### src/rtl/out_capture_buffer_pkg.sv
// Shared types and default sizing for the output capture buffer.
package out_capture_pkg;

    typedef enum logic [1:0] {
        IDLE    = 2'd0,
        CAPTURE = 2'd1,
        DONE    = 2'd2
    } captureState_t;

    localparam int unsigned DEFAULT_WIDTH        = 36;
    localparam int unsigned DEFAULT_DEPTH        = 16;
    localparam int unsigned DEFAULT_ADDRESSWIDTH = 4;
    localparam int unsigned DEFAULT_LIMIT        = 667;
    localparam int unsigned DEFAULT_COUNTWIDTH   = 16;

endpackage

### src/rtl/capture_fifo.sv
// First-word fall-through FIFO with a drop-new or overwrite-oldest full policy
// and a sticky loss flag; the head word is kept in a register.
module capture_fifo #(
    parameter int unsigned WIDTH = 36,
    parameter int unsigned DEPTH = 16
) (
    input  logic                     clock,
    input  logic                     reset,
    input  logic                     clear,
    input  logic                     push,
    input  logic                     pop,
    input  logic                     overwrite,
    input  logic [WIDTH-1:0]         wrData,
    output logic [WIDTH-1:0]         rdData,
    output logic                     valid,
    output logic [$clog2(DEPTH):0]   level,
    output logic                     overflow
);

    localparam int unsigned ADDRESSWIDTH = $clog2(DEPTH);
    localparam int unsigned LEVELWIDTH   = ADDRESSWIDTH + 1;

    logic [WIDTH-1:0]        mem [DEPTH];
    logic [ADDRESSWIDTH-1:0] rdPtr, wrPtr, nextRd, nextWr;
    logic [LEVELWIDTH-1:0]   nextLevel;
    logic [WIDTH-1:0]        headData;
    logic                    popEn, full, writeEn, lossEvent;

    // Occupancy/pointer update; a pop needs a non-empty buffer at the edge.
    always_comb begin
        popEn     = pop && (level != '0);
        full      = (level == LEVELWIDTH'(DEPTH));
        writeEn   = 1'b0;
        lossEvent = 1'b0;
        nextRd    = rdPtr;
        nextWr    = wrPtr;
        nextLevel = level;
        if (push) begin
            if (popEn || !full || overwrite) begin
                writeEn = 1'b1;
                nextWr  = wrPtr + ADDRESSWIDTH'(1);
            end
            if (popEn || (full && overwrite)) begin
                nextRd = rdPtr + ADDRESSWIDTH'(1);
            end
            if (!popEn && !full) begin
                nextLevel = level + LEVELWIDTH'(1);
            end
            if (!popEn && full) begin
                lossEvent = 1'b1;
            end
        end else if (popEn) begin
            nextRd    = rdPtr + ADDRESSWIDTH'(1);
            nextLevel = level - LEVELWIDTH'(1);
        end
        // Bypass the incoming word when it lands exactly at the new head.
        headData = (writeEn && (wrPtr == nextRd)) ? wrData : mem[nextRd];
    end

    always_ff @(posedge clock) begin
        if (writeEn) begin
            mem[wrPtr] <= wrData;
        end
    end

    // Head register holds its value while empty, so it reads 0 after reset.
    always_ff @(posedge clock) begin
        if (reset) begin
            rdPtr    <= '0;
            wrPtr    <= '0;
            level    <= '0;
            valid    <= 1'b0;
            overflow <= 1'b0;
            rdData   <= '0;
        end else if (clear) begin
            rdPtr    <= '0;
            wrPtr    <= '0;
            level    <= '0;
            valid    <= 1'b0;
            overflow <= 1'b0;
        end else begin
            rdPtr    <= nextRd;
            wrPtr    <= nextWr;
            level    <= nextLevel;
            valid    <= (nextLevel != '0);
            overflow <= overflow | lossEvent;
            if (nextLevel != '0) begin
                rdData <= headData;
            end
        end
    end

endmodule

### src/rtl/out_capture_buffer.sv
// Captures CPU output words into a FIFO for a bounded run of LIMIT samples,
// with run control FSM and a saturating sample counter.
module out_capture_buffer
    import out_capture_pkg::*;
#(
    parameter int unsigned WIDTH        = DEFAULT_WIDTH,
    parameter int unsigned DEPTH        = DEFAULT_DEPTH,
    parameter int unsigned ADDRESSWIDTH = DEFAULT_ADDRESSWIDTH,
    parameter int unsigned LIMIT        = DEFAULT_LIMIT,
    parameter int unsigned COUNTWIDTH   = DEFAULT_COUNTWIDTH
) (
    input  logic                    clock,
    input  logic                    reset,
    input  logic                    start,
    input  logic                    outFlag,
    input  logic [WIDTH-1:0]        out,
    input  logic                    mode,
    output logic [WIDTH-1:0]        dataOut,
    output logic                    dataValid,
    input  logic                    dataReady,
    output logic [COUNTWIDTH-1:0]   captured,
    output logic [ADDRESSWIDTH:0]   level,
    output logic                    busy,
    output logic                    done,
    output logic                    overflow
);

    localparam int unsigned CW1 = COUNTWIDTH + 1;

    captureState_t    state;
    logic             accept;
    logic             limitHit;
    logic [CW1-1:0]   countPlusOne;

    // A start cycle restarts the run and swallows any coincident outFlag.
    assign accept       = (state == CAPTURE) && outFlag && !start;
    assign countPlusOne = {1'b0, captured} + CW1'(1);
    assign limitHit     = (countPlusOne == CW1'(LIMIT));

    always_ff @(posedge clock) begin
        if (reset) begin
            state    <= IDLE;
            captured <= '0;
            busy     <= 1'b0;
            done     <= 1'b0;
        end else if (start) begin
            state    <= CAPTURE;
            captured <= '0;
            busy     <= 1'b1;
            done     <= 1'b0;
        end else if (accept) begin
            captured <= (captured == '1) ? captured : captured + COUNTWIDTH'(1);
            if (limitHit) begin
                state <= DONE;
                busy  <= 1'b0;
                done  <= 1'b1;
            end
        end
    end

    capture_fifo #(
        .WIDTH (WIDTH),
        .DEPTH (DEPTH)
    ) fifo (
        .clock     (clock),
        .reset     (reset),
        .clear     (start),
        .push      (accept),
        .pop       (dataReady),
        .overwrite (mode),
        .wrData    (out),
        .rdData    (dataOut),
        .valid     (dataValid),
        .level     (level),
        .overflow  (overflow)
    );

endmodule

### config.mk
export PLATFORM = sky130hd
export DESIGN_NAME = out_capture_buffer
export DESIGN_NICKNAME = d
export VERILOG_FILES = /design/src/rtl/out_capture_buffer_pkg.sv /design/src/rtl/capture_fifo.sv /design/src/rtl/out_capture_buffer.sv
export SDC_FILE = /design/constraint.sdc
export NUM_CORES = 1
export LEC_CHECK = 0
export CELL_PAD_IN_SITES_DETAIL_PLACEMENT = 0
export CELL_PAD_IN_SITES_GLOBAL_PLACEMENT = 1
export CORE_MARGIN = 8
export CORE_UTILIZATION = 50
export DETAILED_ROUTE_END_ITERATION = 16
export PLACE_DENSITY = 0.77
export SYNTH_ARGS = -nofsm -noshare
export SYNTH_HDL_FRONTEND = slang
export SYNTH_SLANG_ARGS = --single-unit
### constraint.sdc
create_clock -name clock -period 16.5 [get_ports clock]
set_input_delay 4.95 -clock clock [delete_from_list [all_inputs] [get_ports clock]]
set_output_delay 4.95 -clock clock [all_outputs]
set_load 0.005 [all_outputs]
==> results.txt <==
min Tclk post-route: 9.19 ns
CTS sink cnt: 645
GPL Wtd Cong: 0.803
post-route cell area: 31500 um^2
Avg Cell Area, Syn: 14.1 um^2
vias in the first global route: 17600
PortBufs: 102
clk buf depth: 3
max cap viols: 0
Clock Skew: 0.0178 ns
die width: 252 um
maximum VDD drop: 0.0000852 V
CP endpoint kind: register
Synth Warn #: 0
WL final: 72000 um
dominant cells by area after synthesis: edfxtp_1, mux4_2, dfxtp_1
largest area contributor in the netlist: edfxtp_1
clock root cell: clkbuf_16
die area: 63300 um^2
WL/cell: 25.5 um
# IOs: 103
Fin Setup TNS: 0 ns
cts bufs inserted: 68
share of the synthesized area in the top cell type: 0.623
Core Area: 55000 um^2
die height: 252 um
post-synthesis net count: 2019
share of layout cells above drive strength 1: 0.120
status: complete, no violations
post-route setup slack: 7.31 ns
max-slew violations: 0
DP Wirelength: 37800 um
Rows: 86
CP required: 16.96 ns
Power Dens Cells: 108 nW/um^2
via count: 17900
Hold Fails Final Rpt: 0
Final ANT Viol Nets: 0
number of synthesized flops with an enable pin: 576
Setup-failing EPs final: 0
largest net degree at the start of global routing: 89
fin crit share: 0.557
CTS clk-pin slew, worst paths: 0.06 ns
most frequent cell after synthesis: edfxtp_1
Cells after Synth: 1968
CTS Hold Bufs: 0
worst-path maximum fanout: 50
pre-CTS WS: 6.76 ns
aggregate global-route resource usage: 0.223
H-tree Lvls: 3
placed cell areas: 29400 um^2
via/cell ratio: 6.35
CTS tree: built
prevailing post-synth register cell: edfxtp_1
post-layout util: 0.574
Initial Utilization: 0.505
DR DRC count: 0
grt ovf: 0
RSZ-0062 raised after global routing: no
Fmax: 109 MHz
register area share after synthesis: 0.673
Nets: 2068
antenna violations before repair: 2
type of the worst setup path: input pin to register
Distinct cells, synth: 75
Async SR Flop Fraction: 0
Synth Register Bits: 645
Synth Cell Area: 27800 um^2
PostCTS Resize Cnt: 0
number of setup buffers added after CTS: 0
first-pass GRT wire length: 108000 um
Lkg Pwr: 9.41 nW
worst slew margin relative to its limit: 0.208
drt first-iter violations: 1612
Detailed Routing Iterations Pass 1: 5
type of the worst min-delay path: register to register
Worst-Skew Late Latency: 0.60 ns
CP Launch Type: input pin
crit path DAT: 9.65 ns
Synth top cells by count: edfxtp_1, nor2_1, o21ai_0
Syn-to-layout area delta: 13.6%
worst slew pin tran: 1.19 ns
cells in the final DEF (no fill, tap or decap), types with 4 or more instances in the layout:
cell type | netlist | layout
or3_1 | 4 | 4
nor2_4 | 0 | 13
edfxtp_1 | 576 | 576
a21oi_1 | 64 | 64
o311a_1 | 8 | 8
clkbuf_1 | 74 | 23
ha_1 | 9 | 8
inv_1 | 13 | 13
a211oi_1 | 42 | 42
o21ai_0 | 122 | 122
o31ai_1 | 17 | 17
o221ai_1 | 42 | 42
o21ai_1 | 14 | 14
buf_4 | 8 | 36
mux2i_1 | 87 | 87
a31oi_1 | 5 | 5
nand3b_1 | 4 | 4
xnor2_1 | 8 | 7
clkbuf_16 | 0 | 71
and3_1 | 9 | 9
nor4_1 | 44 | 44
o211ai_1 | 31 | 31
clkdlybuf4s50_1 | 0 | 102
dfxtp_1 | 69 | 67
mux4_2 | 67 | 67
clkinv_1 | 2 | 6
nand3_1 | 40 | 40
nand4_1 | 11 | 11
xor2_1 | 15 | 15
nor3_1 | 30 | 25
nand2_1 | 96 | 96
clkbuf_8 | 0 | 6
nor3_2 | 1 | 4
clkinv_2 | 0 | 9
nand2b_1 | 7 | 7
o32ai_1 | 20 | 20
nor2_1 | 171 | 158
o22ai_1 | 114 | 113
mux2_2 | 11 | 11
path summary, 6_finish.rpt:
check	startpoint	end	slack, ns	depth (start not counted)
max	start	fifo.rdData[34]	7.31	11
min	fifo.rdData[14]	fifo.rdData[14]	0.47	2
max reg2reg	fifo.rdPtr[0]	fifo.rdData[16]	11.43	11
min reg2reg	fifo.rdData[14]	fifo.rdData[14]	0.47	2
kinds of logic (layout without fill, tap and decap cells):
group | count (synthesis) | in the layout | share of synthesized area
compound gates | 506 | 506 | 0.119
other cells | 0 | 2 | 0
fa+ha+maj | 9 | 9 | 0.00406
buf+inv | 174 | 274 | 0.0292
mux | 165 | 165 | 0.0902
xor+xnor | 25 | 25 | 0.00888
flops | 645 | 645 | 0.673
simple gates | 444 | 444 | 0.0760
final cells by class:
cell class              instances  area, um^2
diodes                          2        5.00
clock buffers                 100        1950
clock inverters                21         169
fillers                      4294       23400
inverters                      15        56.3
multi-input cells            1149        8460
flip-flops and latches        645       18700
well taps                     748         936
repair buffers                138        1290
metrics by stage:
stage / cells / hold WS, ns / total power, W
after global routing: 2817 / 0.486 / 0.00351
after detailed placement: 2695 / 0.454 / 0.00200
after CTS: 2816 / 0.466 / 0.00344
final: 2818 / 0.467 / 0.00341
after global placement: 2695 / 0.452 / 0.00199
after floorplan: 1968 / 0.446 / 0.00192
sequential cells by signal, indices dropped and copies added, names as in the netlist:
name           count
fifo.valid         1
fifo.rdData       36
fifo.rdPtr         4
state              2
fifo.mem         576
fifo.level         5
captured          16
fifo.overflow      1
fifo.wrPtr         4
worst max-delay path: stages:
cell             delay, ns
clkdlybuf4s50_1       0.47
nand4bb_1             0.76
o21ai_4               0.35
buf_4                 0.42
nand2_4               0.21
a31oi_4               0.93
buf_4                 0.72
o211ai_1              0.15
o22ai_1               0.17
nor4_1                0.06
a2111oi_1             0.41
report_power, final:
part,switching [W],internal (W),leakage [nW],total (W)
registers,0.0000117,0.00179,5.74,0.00180
clock network,0.000601,0.000849,1.03,0.00145
logic,0.000102,0.0000616,2.64,0.000164
total,0.000715,0.00270,9.41,0.00341
layer usage:
layer / routed length, um / global-route usage / vias to the layer above
met1: 30300 / 0.309 / 9126
met2: 33900 / 0.355 / 704
li1: - / - / 7942
met4: 1950 / 0.0828 / 2
met3: 5840 / 0.0387 / 119
met5: 9 / 0 / -
No activity file was read; power rests on OpenSTA's default activity.
